[src/rtl/sdram_rd_burst_if.sv]
// Signal bundle between the SDRAM read-burst engine, its arbiter and the SDRAM pins.
// The engine drives through master; the arbiter/memory side uses slave.
interface sdram_rd_burst_if #(
    parameter int DQ_W   = 16,
    parameter int ROW_W  = 12,
    parameter int BANK_W = 2
);
    logic              rd_en;
    logic              ref_req;
    logic              key_rd;
    logic [DQ_W-1:0]   rd_dq;
    logic [3:0]        sdram_cmd;
    logic [ROW_W-1:0]  sdram_addr;
    logic [BANK_W-1:0] sdram_bank;
    logic              rd_req;
    logic              flag_rd_end;
    logic [DQ_W-1:0]   rd_data;
    logic              rd_valid;
    logic              busy;

    modport master (
        input  rd_en, ref_req, key_rd, rd_dq,
        output sdram_cmd, sdram_addr, sdram_bank, rd_req, flag_rd_end, rd_data, rd_valid, busy
    );

    modport slave (
        output rd_en, ref_req, key_rd, rd_dq,
        input  sdram_cmd, sdram_addr, sdram_bank, rd_req, flag_rd_end, rd_data, rd_valid, busy
    );
endinterface

[src/rtl/sdram_rd_burst.sv]
// SDRAM read-burst engine: PRE/ACT only when the target row is not already open,
// then RD, CAS wait and BURST_LEN captured words; the {bank,row,col} pointer advances per burst.
module sdram_rd_burst #(
    parameter int DQ_W      = 16,
    parameter int ROW_W     = 12,
    parameter int COL_W     = 9,
    parameter int BANK_W    = 2,
    parameter int BURST_LEN = 4,
    parameter int CAS_LAT   = 3,
    parameter int T_RP      = 2,
    parameter int T_RCD     = 2
) (
    input  logic             sclk,
    input  logic             s_rst_n,
    sdram_rd_burst_if.master bus
);
    localparam logic [3:0] CMD_NOP = 4'b0111;
    localparam logic [3:0] CMD_PRE = 4'b0010;
    localparam logic [3:0] CMD_ACT = 4'b0011;
    localparam logic [3:0] CMD_RD  = 4'b0101;
    localparam int CNT_W = 8;
    // A10 high selects precharge-all; collapses to zero on narrow test buses.
    localparam logic [ROW_W-1:0] A10_ALL = ROW_W'(1 << 10);

    typedef enum logic [3:0] {
        S_IDLE, S_PRE, S_TRP_W, S_ACT, S_TRCD_W, S_RD, S_CAS_W, S_DATA, S_END
    } state_t;

    state_t            state_q, state_d;
    logic [CNT_W-1:0]  cnt_q, cnt_d;
    logic [3:0]        cmd_q, cmd_d;
    logic [ROW_W-1:0]  sdram_addr_q, sdram_addr_d;
    logic [BANK_W-1:0] sdram_bank_q, sdram_bank_d;
    logic              rd_req_q, rd_req_d;
    logic              flag_rd_end_q, flag_rd_end_d;
    logic [DQ_W-1:0]   rd_data_q, rd_data_d;
    logic              rd_valid_q, rd_valid_d;
    logic              busy_q, busy_d;
    logic              pending_q, pending_d;
    logic              row_open_q, row_open_d;
    logic [BANK_W-1:0] open_bank_q, open_bank_d;
    logic [ROW_W-1:0]  open_row_q, open_row_d;
    logic [COL_W-1:0]  col_q, col_d;
    logic [ROW_W-1:0]  row_q, row_d;
    logic [BANK_W-1:0] bank_q, bank_d;
    logic [COL_W:0]    col_sum;
    logic              row_hit;

    always_comb begin
        state_d     = state_q;
        cnt_d       = '0;
        row_open_d  = row_open_q;
        open_bank_d = open_bank_q;
        open_row_d  = open_row_q;
        col_d       = col_q;
        row_d       = row_q;
        bank_d      = bank_q;
        col_sum     = {1'b0, col_q} + (COL_W+1)'(BURST_LEN);
        row_hit     = row_open_q && (open_bank_q == bank_q) && (open_row_q == row_q);

        case (state_q)
            S_IDLE:   if (bus.rd_en) state_d = row_hit ? S_RD : S_PRE;
            S_PRE:    state_d = (T_RP > 1) ? S_TRP_W : S_ACT;
            S_TRP_W: begin
                if (cnt_q == CNT_W'(T_RP - 2)) state_d = S_ACT;
                else                           cnt_d = cnt_q + 1'b1;
            end
            S_ACT: begin
                row_open_d  = 1'b1;
                open_bank_d = bank_q;
                open_row_d  = row_q;
                state_d     = (T_RCD > 1) ? S_TRCD_W : S_RD;
            end
            S_TRCD_W: begin
                if (cnt_q == CNT_W'(T_RCD - 2)) state_d = S_RD;
                else                            cnt_d = cnt_q + 1'b1;
            end
            S_RD:     state_d = S_CAS_W;
            S_CAS_W: begin
                if (cnt_q == CNT_W'(CAS_LAT - 1)) state_d = S_DATA;
                else                              cnt_d = cnt_q + 1'b1;
            end
            S_DATA: begin
                if (cnt_q == CNT_W'(BURST_LEN - 1)) state_d = S_END;
                else                                cnt_d = cnt_q + 1'b1;
            end
            S_END: begin
                state_d = S_IDLE;
                col_d   = col_sum[COL_W-1:0];
                // Leaving the row invalidates the open-row record.
                if (col_sum[COL_W]) begin
                    row_d      = row_q + 1'b1;
                    row_open_d = 1'b0;
                    if (&row_q) bank_d = bank_q + 1'b1;
                end
                if (bus.ref_req) row_open_d = 1'b0;
            end
            default:  state_d = S_IDLE;
        endcase

        // Registered outputs are decoded from the next state so they line up with state_q.
        cmd_d        = CMD_NOP;
        sdram_addr_d = row_d;
        sdram_bank_d = bank_d;
        case (state_d)
            S_PRE: begin cmd_d = CMD_PRE; sdram_addr_d = A10_ALL; end
            S_ACT: begin cmd_d = CMD_ACT; sdram_addr_d = row_q; end
            S_RD:  begin cmd_d = CMD_RD;  sdram_addr_d = ROW_W'(col_q); end
            default: ;
        endcase
        busy_d        = (state_d != S_IDLE);
        flag_rd_end_d = (state_d == S_END);
        rd_valid_d    = (state_d == S_DATA);
        rd_data_d     = rd_valid_d ? bus.rd_dq : rd_data_q;

        rd_req_d  = rd_req_q;
        pending_d = pending_q;
        if (bus.key_rd) begin
            if (busy_q) pending_d = 1'b1;
            else        rd_req_d  = 1'b1;
        end
        if (state_q == S_END && pending_d) begin
            rd_req_d  = 1'b1;
            pending_d = 1'b0;
        end
        if (bus.rd_en && state_q == S_IDLE) rd_req_d = 1'b0;
    end

    always_ff @(posedge sclk or negedge s_rst_n) begin
        if (!s_rst_n) begin
            state_q       <= S_IDLE;
            cnt_q         <= '0;
            cmd_q         <= CMD_NOP;
            sdram_addr_q  <= '0;
            sdram_bank_q  <= '0;
            rd_req_q      <= 1'b0;
            flag_rd_end_q <= 1'b0;
            rd_data_q     <= '0;
            rd_valid_q    <= 1'b0;
            busy_q        <= 1'b0;
            pending_q     <= 1'b0;
            row_open_q    <= 1'b0;
            open_bank_q   <= '0;
            open_row_q    <= '0;
            col_q         <= '0;
            row_q         <= '0;
            bank_q        <= '0;
        end else begin
            state_q       <= state_d;
            cnt_q         <= cnt_d;
            cmd_q         <= cmd_d;
            sdram_addr_q  <= sdram_addr_d;
            sdram_bank_q  <= sdram_bank_d;
            rd_req_q      <= rd_req_d;
            flag_rd_end_q <= flag_rd_end_d;
            rd_data_q     <= rd_data_d;
            rd_valid_q    <= rd_valid_d;
            busy_q        <= busy_d;
            pending_q     <= pending_d;
            row_open_q    <= row_open_d;
            open_bank_q   <= open_bank_d;
            open_row_q    <= open_row_d;
            col_q         <= col_d;
            row_q         <= row_d;
            bank_q        <= bank_d;
        end
    end

    assign bus.sdram_cmd   = cmd_q;
    assign bus.sdram_addr  = sdram_addr_q;
    assign bus.sdram_bank  = sdram_bank_q;
    assign bus.rd_req      = rd_req_q;
    assign bus.flag_rd_end = flag_rd_end_q;
    assign bus.rd_data     = rd_data_q;
    assign bus.rd_valid    = rd_valid_q;
    assign bus.busy        = busy_q;
endmodule
[src/flat_wrapper.sv]
// flat-port wrapper written by rule: the top's interface ports become plain ports
module sdram_rd_burst_flat 
#(
    parameter int DQ_W      = 16,
    parameter int ROW_W     = 12,
    parameter int COL_W     = 9,
    parameter int BANK_W    = 2,
    parameter int BURST_LEN = 4,
    parameter int CAS_LAT   = 3,
    parameter int T_RP      = 2,
    parameter int T_RCD     = 2
)
  (sclk, s_rst_n, bus_rd_en, bus_ref_req, bus_key_rd, bus_rd_dq, bus_sdram_cmd, bus_sdram_addr, bus_sdram_bank, bus_rd_req, bus_flag_rd_end, bus_rd_data, bus_rd_valid, bus_busy);
  sdram_rd_burst_if #(.DQ_W(DQ_W), .ROW_W(ROW_W), .BANK_W(BANK_W)) bus_i ();
  input  logic sclk;
  input  logic s_rst_n;
  input wire logic [$bits(bus_i.rd_en)-1:0] bus_rd_en;
  input wire logic [$bits(bus_i.ref_req)-1:0] bus_ref_req;
  input wire logic [$bits(bus_i.key_rd)-1:0] bus_key_rd;
  input wire logic [$bits(bus_i.rd_dq)-1:0] bus_rd_dq;
  output wire logic [$bits(bus_i.sdram_cmd)-1:0] bus_sdram_cmd;
  output wire logic [$bits(bus_i.sdram_addr)-1:0] bus_sdram_addr;
  output wire logic [$bits(bus_i.sdram_bank)-1:0] bus_sdram_bank;
  output wire logic [$bits(bus_i.rd_req)-1:0] bus_rd_req;
  output wire logic [$bits(bus_i.flag_rd_end)-1:0] bus_flag_rd_end;
  output wire logic [$bits(bus_i.rd_data)-1:0] bus_rd_data;
  output wire logic [$bits(bus_i.rd_valid)-1:0] bus_rd_valid;
  output wire logic [$bits(bus_i.busy)-1:0] bus_busy;
  assign bus_i.rd_en = bus_rd_en;
  assign bus_i.ref_req = bus_ref_req;
  assign bus_i.key_rd = bus_key_rd;
  assign bus_i.rd_dq = bus_rd_dq;
  assign bus_sdram_cmd = bus_i.sdram_cmd;
  assign bus_sdram_addr = bus_i.sdram_addr;
  assign bus_sdram_bank = bus_i.sdram_bank;
  assign bus_rd_req = bus_i.rd_req;
  assign bus_flag_rd_end = bus_i.flag_rd_end;
  assign bus_rd_data = bus_i.rd_data;
  assign bus_rd_valid = bus_i.rd_valid;
  assign bus_busy = bus_i.busy;
  sdram_rd_burst #(.DQ_W(DQ_W), .ROW_W(ROW_W), .COL_W(COL_W), .BANK_W(BANK_W), .BURST_LEN(BURST_LEN), .CAS_LAT(CAS_LAT), .T_RP(T_RP), .T_RCD(T_RCD)) u_core (.sclk(sclk), .s_rst_n(s_rst_n), .bus(bus_i));
endmodule
[config.mk]
export PLATFORM = sky130hd
export DESIGN_NAME = sdram_rd_burst_flat
export DESIGN_NICKNAME = d
export VERILOG_FILES = /design/src/rtl/sdram_rd_burst_if.sv /design/src/rtl/sdram_rd_burst.sv /design/src/flat_wrapper.sv
export SDC_FILE = /design/constraint.sdc
export NUM_CORES = 1
export LEC_CHECK = 0
export ABC_AREA = 0
export CAP_MARGIN = 20
export CORE_ASPECT_RATIO = 1.1
export CORE_UTILIZATION = 38
export DETAILED_ROUTE_END_ITERATION = 8
export DONT_BUFFER_PORTS = 1
export PLACE_DENSITY_LB_ADDON = 0.15
export SKIP_CTS_REPAIR_TIMING = 1
export SLEW_MARGIN = 25
export SYNTH_ARGS = -nofsm -noshare
export SYNTH_HDL_FRONTEND = slang
export SYNTH_SLANG_ARGS = --single-unit
[constraint.sdc]
create_clock -name sclk -period 2.7 [get_ports sclk]
set_input_delay 0.405 -clock sclk [delete_from_list [all_inputs] [get_ports sclk]]
set_output_delay 0.405 -clock sclk [all_outputs]
set_load 0.01 [all_outputs]
# [After elaboration in Yosys (flattened, before gate mapping)]
# Index checks and enable logic that the tools add are counted.
[word_totals] latchBits=0 ramBits=0 memories=0 wordCells=77 input_bits=21 romBits=0 regBits=86
[classes] add_sub_neg=4 n_div=0 reduce_logical=13 shifts=0 mux=25 n_eq_ne=19 n_bitwise=0 mul=0 n_lt_le_gt_ge=0
[ops] cell="12-bit case mux with 3 select lines" count=1
[ops] cell="4-bit case mux with 8 select lines" count=1
[ops] cell="4-bit by 3-bit equality test with 1-bit output, second input constant" count=6
[ops] cell="12-bit two-way mux" count=2
[ops] cell="8-bit two-way mux" count=3
[ops] cell="8-bit case mux with 3 select lines" count=1
[ops] cell="4-bit two-way mux" count=5
[ops] cell="8-bit by 2-bit equality test with 1-bit output, second input constant" count=2
[ops] cell="14-bit AND reduction" count=1
[ops] cell="12-bit by 1-bit adder with 12-bit output, second input constant" count=1
[ops] cell="12-bit equality test" count=1
[ops] cell="4-bit by 2-bit equality test with 1-bit output, second input constant" count=3
[ops] cell="9-bit by 3-bit adder with 10-bit output, second input constant" count=1
[ops] cell="1-bit two-way mux" count=9
[ops] cell="3-bit case mux with 3 select lines" count=1
[ops] cell="8-bit by 1-bit adder with 8-bit output, second input constant" count=1
[ops] cell="4-bit by 1-bit equality test with 1-bit output, second input constant" count=2
[ops] cell="4-bit equality test, second input constant" count=2
[ops] cell="8-bit logical NOT" count=1
[ops] cell="1-bit logical AND" count=4
[ops] cell="4-bit logical NOT" count=1
[ops] cell="2-bit AND reduction" count=2
[ops] cell="4-bit nonzero test" count=1
[ops] cell="3-bit two-way mux" count=1
[ops] cell="8 further kinds" count=8

# [Logic depth before layout (Yosys ltp)]
# Gate-level depths: netlist of the first run.
[depth] ltp_word=8 depth_mapped=10

# [Worst setup path before layout of the first run]
# No wires, ideal clock.
[synth_timing] path_kind="flip-flop to flip-flop" from="register u_core.state_q[1]" to="register u_core.sdram_addr_q[5] (netlist: u_core.bus.sdram_addr[5])" synth_period_minus_slack_ns=2.790 slack_ns=-0.090 arrival_ns=2.666 path_stages_with_launch=11 cell_sequence="dfrtp_1 buf_6 or4b_1 buf_2 or4_4 buf_6 or2_1 buf_6 o21a_1 o21a_1 a211o_1"
[synth_via] elab_chain_cells=4 elab_cells_between_ends=20
[synth_rtl] element="start: declaration" line="sdram_rd_burst.sv:29" rtl="state_t state_q, state_d;"
[synth_rtl] element="start signal: assignment" line="sdram_rd_burst.sv:149" rtl="state_q <= state_d;"
[synth_rtl] element="4-bit by 3-bit equality test with 1-bit output (tied with other cells)" line="sdram_rd_burst.sv:61" rtl="case (state_q)"
[synth_rtl] element="4-bit case mux with 8 select lines" line="sdram_rd_burst.sv:61"
[synth_rtl] element="4-bit by 3-bit equality test with 1-bit output (tied with other cells)" line="sdram_rd_burst.sv:105" rtl="case (state_d)"
[synth_rtl] element="12-bit case mux with 3 select lines (*)" line="sdram_rd_burst.sv:105"
[synth_rtl] element="named net u_core.sdram_addr_d[5]" line="sdram_rd_burst.sv:32" rtl="logic [ROW_W-1:0] sdram_addr_q, sdram_addr_d;"
[synth_rtl] element="end signal: assignment" line="sdram_rd_burst.sv:152" rtl="sdram_addr_q <= sdram_addr_d;"
[synth_rtl] element="end: declaration" line="sdram_rd_burst.sv:32"
# Mark *: on every way through the listed nets, which the timed path passes. The rest lies on a longest branch.
# A chain may end at the register's enable or synchronous reset.

# [Worst setup path after layout of the first run]
[layout_timing] from="register u_core.state_q[2]" to="register u_core.sdram_addr_q[5] (netlist: u_core.bus.sdram_addr[5])"
# The elaborated chain is that of the path after synthesis.

==> flow_metrics.tcl, run 1 <==
set metrics [dict create \
    outcome "finished clean" \
    cts_sinks 84 \
    setup_violations 0 \
    layout_cell_share_with_drive_strength_beyond_1_pct 14.67 \
    syn_area_per_cell_um2 10.56 \
    final_antenna_net_count 0 \
    vdd_drop_max_v 0.0004684 \
    r2r-start "u_core.state_q[2]" \
    achievable_frequency_mhz 396.4 \
    hpwl_um 5197 \
    crit_type "reg2reg" \
    drt-wirelength-per-cell_um 15.26 \
    ys_seq_elements 84 \
    firstDrtPassIters 4 \
    timing.final.crit_period_ps 2523 \
    initial_core_util_pct 39.87 \
    die-width_um 97.38 \
    layout.nets 396 \
    crit_path_start "u_core.state_q[2]" \
    clock_tree.htree_level_count 3 \
    worstPathMaxFanout 8 \
    synthCells 360 \
    pin_count 59 \
    totalWireLength_um 7506 \
    number_of_global_route_vias_before_repair 2561 \
    critical_path.reg2reg.endpoint "u_core.bus.sdram_addr[5]" \
    async_set_reset_flop_share_out_of_synthesis_pct 100.0 \
    mostFrequentLayoutCell "sky130_fd_sc_hd__dfrtp_1" \
    antenna_cells 0 \
    dpl_cell_area_um2 3969 \
    core_region_area_um2 9537 \
    remaining_drc_errors 0 \
    start_kind "flop" \
    place_ws_ps 185.7 \
    critPathCapture "u_core.bus.sdram_addr[5]" \
    num_vias 2494 \
    area_growth_syn_to_layout_pct 11.22 \
    power-per-cell-area_nw_per_um2 850.6 \
    design.die.area_um2 10410 \
    worst_clock_skew_ps 14.79 \
    tritoncts_buffer_count 9 \
    synth_edf_count 0 \
    report.final.slew_viol_count 0 \
    post_synthesis_net_count 386 \
    worst-endpoint-arrival_ps 2760 \
    grt-ovfl-total 0 \
    final.period_utilization_pct 93.43 \
    std_cell_rows 37 \
    syn_area_um2 3802 \
    gp_congestion 0.8090 \
    routed_vias_inst 5.069 \
    port_buffers 0 \
    hp-class "in2reg" \
    clockRootBuffer "sky130_fd_sc_hd__clkbuf_8" \
    synth.yosys.warnings 0 \
    worst-endpoint-required_ps 2940 \
    cap_violations 0 \
    die_h_um 106.9 \
    primary_flip_flop_cell_chosen_by_synthesis_mapping "sky130_fd_sc_hd__dfrtp_1" \
    timing.final.hold_violations 0 \
    layout.cells.most_common_list "sky130_fd_sc_hd__dfrtp_1, sky130_fd_sc_hd__nand2_1, sky130_fd_sc_hd__nor2_1" \
    worst_setup_slack_for_register_to_register_paths_ps 180 \
    worst_slack_ps 177.5 \
    number_of_antenna_violations_at_the_first_check_in_global_routing 0 \
    rr_worst_depth 6 \
    fin_setup_tns_ps 0 \
    rsz0062_at_grt "false" \
    layout.filler_cells 915 \
    grt_use_total_pct 15.62 \
    clk_pin_slew_worst_paths_ps 80 \
    tritoncts "built" \
    grt_start_max_net_pins 85 \
    drt_first_iter_violations 99 \
    synth.lib_cells_used.distinct 50 \
    finish.instance_area_um2 4229 \
    synth.yosys.seq_area_share_pct 55.38 \
    clockBufferDepth 2 \
    clk_latency_ps 360 \
    wire_length_of_the_first_global_routing_pass_um 12790 \
    static-leakage-power_nw 2.105 \
    setup.worst_path.end_class "flop" \
]
## synthesized netlist by cell type, types with 5 or more instances
cell | count | area [µm²]
sky130_fd_sc_hd__nand4_1 | 7 | 43.79
sky130_fd_sc_hd__and3_1 | 7 | 43.79
sky130_fd_sc_hd__nor2_1 | 26 | 97.59
sky130_fd_sc_hd__xnor2_1 | 19 | 166.4
sky130_fd_sc_hd__dfrtp_1 | 81 | 2027
sky130_fd_sc_hd__a21o_1 | 5 | 37.54
sky130_fd_sc_hd__inv_1 | 6 | 22.52
sky130_fd_sc_hd__xor2_1 | 21 | 183.9
sky130_fd_sc_hd__ha_1 | 5 | 62.56
sky130_fd_sc_hd__a21oi_1 | 9 | 45.04
sky130_fd_sc_hd__mux2_2 | 15 | 168.9
sky130_fd_sc_hd__nand3_1 | 11 | 55.05
sky130_fd_sc_hd__clkbuf_1 | 10 | 37.54
sky130_fd_sc_hd__nand2_1 | 72 | 270.3
## cells by family (layout without fill, tap and decap cells)
kind of cell / after synthesis / in the layout / share of synthesized area [%]
adders and majority gates: 5 / 5 / 1.645
muxes: 18 / 18 / 5.232
DFF: 84 / 84 / 55.38
xor gates and xnor gates: 40 / 40 / 9.214
other: 1 / 1 / 0.09862
AOI/OAI and AO/OA: 36 / 36 / 6.450
buffers and inverters: 25 / 40 / 3.257
and+or+nand+nor: 151 / 151 / 18.72
## area by class of cell
| class | count | area, µm² | share of cell area (%) |
|---|---|---|---|
| sequential | 84 | 2106 | 49.79 |
| tap | 117 | 146.4 | 3.462 |
| clock buffer | 12 | 145.1 | 3.432 |
| clock inverter | 4 | 73.82 | 1.746 |
| timing repair buffer | 17 | 150.1 | 3.550 |
| multi-input combinational | 251 | 1578 | 37.31 |
| inverter | 7 | 30.03 | 0.7101 |
## state kept, by name, indices dropped and copies added, names as in the netlist, 2 cells and up
register	cells
u_core.bus.rd_data	16
u_core.bus.sdram_addr	12
u_core.open_row_q	12
u_core.row_q	12
u_core.cnt_q	8
u_core.col_q	7
u_core.state_q	4
u_core.bus.sdram_cmd	3
u_core.bus.sdram_bank	2
u_core.open_bank_q	2
## power by group
part           internal (mW)  total [mW]  switching [mW]
registers               1.47        1.69           0.214
clock network          0.548       0.987           0.440
logic                  0.348       0.921           0.573
## worst max-delay path, cell delays in order (launching register included)
cell and delay [ps]:
sky130_fd_sc_hd__dfrtp_1 380, sky130_fd_sc_hd__or4b_1 540, sky130_fd_sc_hd__or4_4 550, sky130_fd_sc_hd__or2_1 340, sky130_fd_sc_hd__o21a_1 210, sky130_fd_sc_hd__o21a_1 160, sky130_fd_sc_hd__a211o_1 230
## how the worst min path moves through the flow
| stage | start | endpoint | cells past startpoint |
|---|---|---|---|
| floorplan | s_rst_n | u_core.bus.busy | 0 |
| global placement | s_rst_n | u_core.col_q[6] | 0 |
| detailed placement | s_rst_n | u_core.col_q[4] | 0 |
| CTS | s_rst_n | u_core.open_row_q[8] | 0 |
| global route | bus_ref_req | u_core.row_open_q | 1 |
| finish | bus_ref_req | u_core.row_open_q | 1 |
## metrics by stage
stage / util (%) / power, mW / cells / hold WS, ps
finish: 44.35 / 3.597 / 492 / 130.9
CTS: 43.91 / 3.621 / 490 / -284.1
global placement: 41.62 / 2.592 / 474 / 112.4
detailed placement: 41.62 / 2.613 / 474 / 112.4
global route: 44.35 / 3.847 / 492 / 109.7
floorplan: - / 2.341 / 360 / 109.4
## metal layers
layer	vias to the layer above	share of wire, %	track usage (%)
li1	1218	-	-
met1	1213	46	20.34
met2	54	49	25.22
met3	9	4.2	3.585
met4	0	1.4	6.303
met5	-	0	0
(Power assumes the default switching activity.)
==> inputs of run 2 (changes only) <==
--- a/config.mk
+++ b/config.mk
@@ -9,9 +9,10 @@
 export CAP_MARGIN = 20
 export CORE_ASPECT_RATIO = 1.1
 export CORE_UTILIZATION = 38
+export CTS_BUF_LIST = sky130_fd_sc_hd__clkbuf_8
 export DETAILED_ROUTE_END_ITERATION = 8
 export DONT_BUFFER_PORTS = 1
-export PLACE_DENSITY_LB_ADDON = 0.15
+export GPL_TIMING_DRIVEN = 0
 export SKIP_CTS_REPAIR_TIMING = 1
 export SLEW_MARGIN = 25
 export SYNTH_ARGS = -nofsm -noshare
==> flow_metrics.tcl, run 2 (same netlist as run 1, synthesis figures left out) <==
set metrics [dict create \
    hpwl_um 5069 \
    layout.filler_cells 888 \
    clockRootBuffer "sky130_fd_sc_hd__clkbuf_8" \
    die-width_um 97.38 \
    drt_first_iter_violations 103 \
    setup_violations 1 \
    design.die.area_um2 10410 \
    clockBufferDepth 2 \
    grt_use_total_pct 15.13 \
    worst_pin_slew_ps 1013 \
    static-leakage-power_nw 2.142 \
    remaining_drc_errors 0 \
    layout.cells.most_common_list "sky130_fd_sc_hd__dfrtp_1, sky130_fd_sc_hd__nand2_1, sky130_fd_sc_hd__nor2_1" \
    flip_flop_count_of_the_largest_register_after_layout 16 \
    antenna_cells 0 \
    place_ws_ps -333.1 \
    cap_violations 0 \
    totalWireLength_um 7452 \
    layout.nets 407 \
    number_of_global_route_vias_before_repair 2506 \
    worstPathMaxFanout 5 \
    drt-wirelength-per-cell_um 14.82 \
    timing.final.hold_violations 0 \
    std_cell_rows 37 \
    worst_setup_slack_for_register_to_register_paths_ps -20 \
    tritoncts "built" \
    crit_type "reg2reg" \
    achievable_frequency_mhz 367.7 \
    num_vias 2554 \
    slew_headroom_pct 31.95 \
    grt_use_met1_pct 19.51 \
    hp-class "in2reg" \
    grt-ovfl-total 0 \
    firstDrtPassIters 4 \
    die_h_um 106.9 \
    start_kind "flop" \
    outcome "complete, but fails checks" \
    initial_core_util_pct 39.87 \
    grt_most_used_layer "met2" \
    fin_setup_tns_ps -19.58 \
    power-per-cell-area_nw_per_um2 836.5 \
    mostFrequentLayoutCell "sky130_fd_sc_hd__dfrtp_1" \
    area_growth_syn_to_layout_pct 14.48 \
    timing.final.crit_period_ps 2720 \
    global_route.usage.met3_pct 4.107 \
    failing_checks "negative setup slack" \
    cts_sinks 84 \
    layout_cell_share_with_drive_strength_beyond_1_pct 17.10 \
    dpl_cell_area_um2 3974 \
    core_region_area_um2 9537 \
    port_buffers 0 \
    final_antenna_net_count 0 \
    clk_latency_ps 350 \
    grt_use_met2_pct 24.08 \
    setup.worst_path.end_class "flop" \
    routed_vias_inst 5.078 \
    vdd_drop_max_v 0.0005430 \
    grt_start_max_net_pins 85 \
    worst-endpoint-required_ps 2930 \
    rsz0062_at_grt "true" \
    timing.hold.ws_ps 140.6 \
    final.period_utilization_pct 100.7 \
    number_of_antenna_violations_at_the_first_check_in_global_routing 0 \
    worst_slack_ps -19.58 \
    report.final.slew_viol_count 0 \
    worst_clock_skew_ps 10.51 \
    gp_congestion 0.7633 \
    clock_tree.htree_level_count 3 \
    clk_pin_slew_worst_paths_ps 90 \
    p_total_mw 3.641 \
    pin_count 59 \
    wire_length_of_the_first_global_routing_pass_um 12390 \
    worst-endpoint-arrival_ps 2940 \
    tritoncts_buffer_count 9 \
    finish.instance_area_um2 4353 \
]
[run 2: power by group]
| group | internal, mW | switching [mW] | leakage (nW) |
|---|---|---|---|
| clock network | 0.524 | 0.472 | 0.0981 |
| registers | 1.47 | 0.214 | 1.10 |
| logic | 0.351 | 0.605 | 0.944 |
| total | 2.35 | 1.29 | 2.14 |
[run 2: routing by layer]
metal	part of all wire, %	vias to the layer above
met2	49	67
li1	-	1243
met5	0	-
met1	45	1236
met3	5.0	8
met4	1.1	0
[run 2: worst paths after layout]
| check | from | end | depth (start not counted) |
|---|---|---|---|
| max | u_core.state_q[1] | u_core.bus.sdram_addr[5] | 8 |
| min | bus_ref_req | u_core.row_open_q | 1 |
| max reg2reg | u_core.state_q[1] | u_core.bus.sdram_addr[5] | 8 |
| min reg2reg | u_core.pending_q | u_core.pending_q | 2 |
| max in group asynchronous | s_rst_n | u_core.bus.sdram_cmd[1] | 2 |
| min in group asynchronous | s_rst_n | u_core.col_q[2] | 2 |
[run 2: worst max-delay path, cell delays in order (launching register included)]
cell and delay, ps:
sky130_fd_sc_hd__dfrtp_1 390, sky130_fd_sc_hd__buf_6 130, sky130_fd_sc_hd__or4b_4 550, sky130_fd_sc_hd__or4_4 590
sky130_fd_sc_hd__or2_1 260, sky130_fd_sc_hd__buf_6 130, sky130_fd_sc_hd__o21a_1 160, sky130_fd_sc_hd__o21a_1 160
sky130_fd_sc_hd__a211o_1 230
[run 2: area by class of cell]
class	instances	area (µm²)	share of cell area (%)
plain buffers	16	92.59	2.127
clock buffers	9	123.9	2.846
clock inverters	7	98.84	2.271
inverters	7	26.28	0.6036
multi-input cells	251	1647	37.83
flip-flops and latches	84	2106	48.38
well taps	117	146.4	3.363
repair buffers	12	112.6	2.587
[run 2: metrics by stage]
stage	cells	utilization, %
floorplan	360	-
global placement	477	41.54
detailed placement	477	41.67
CTS	493	44.00
global route	503	45.64
finish	503	45.64
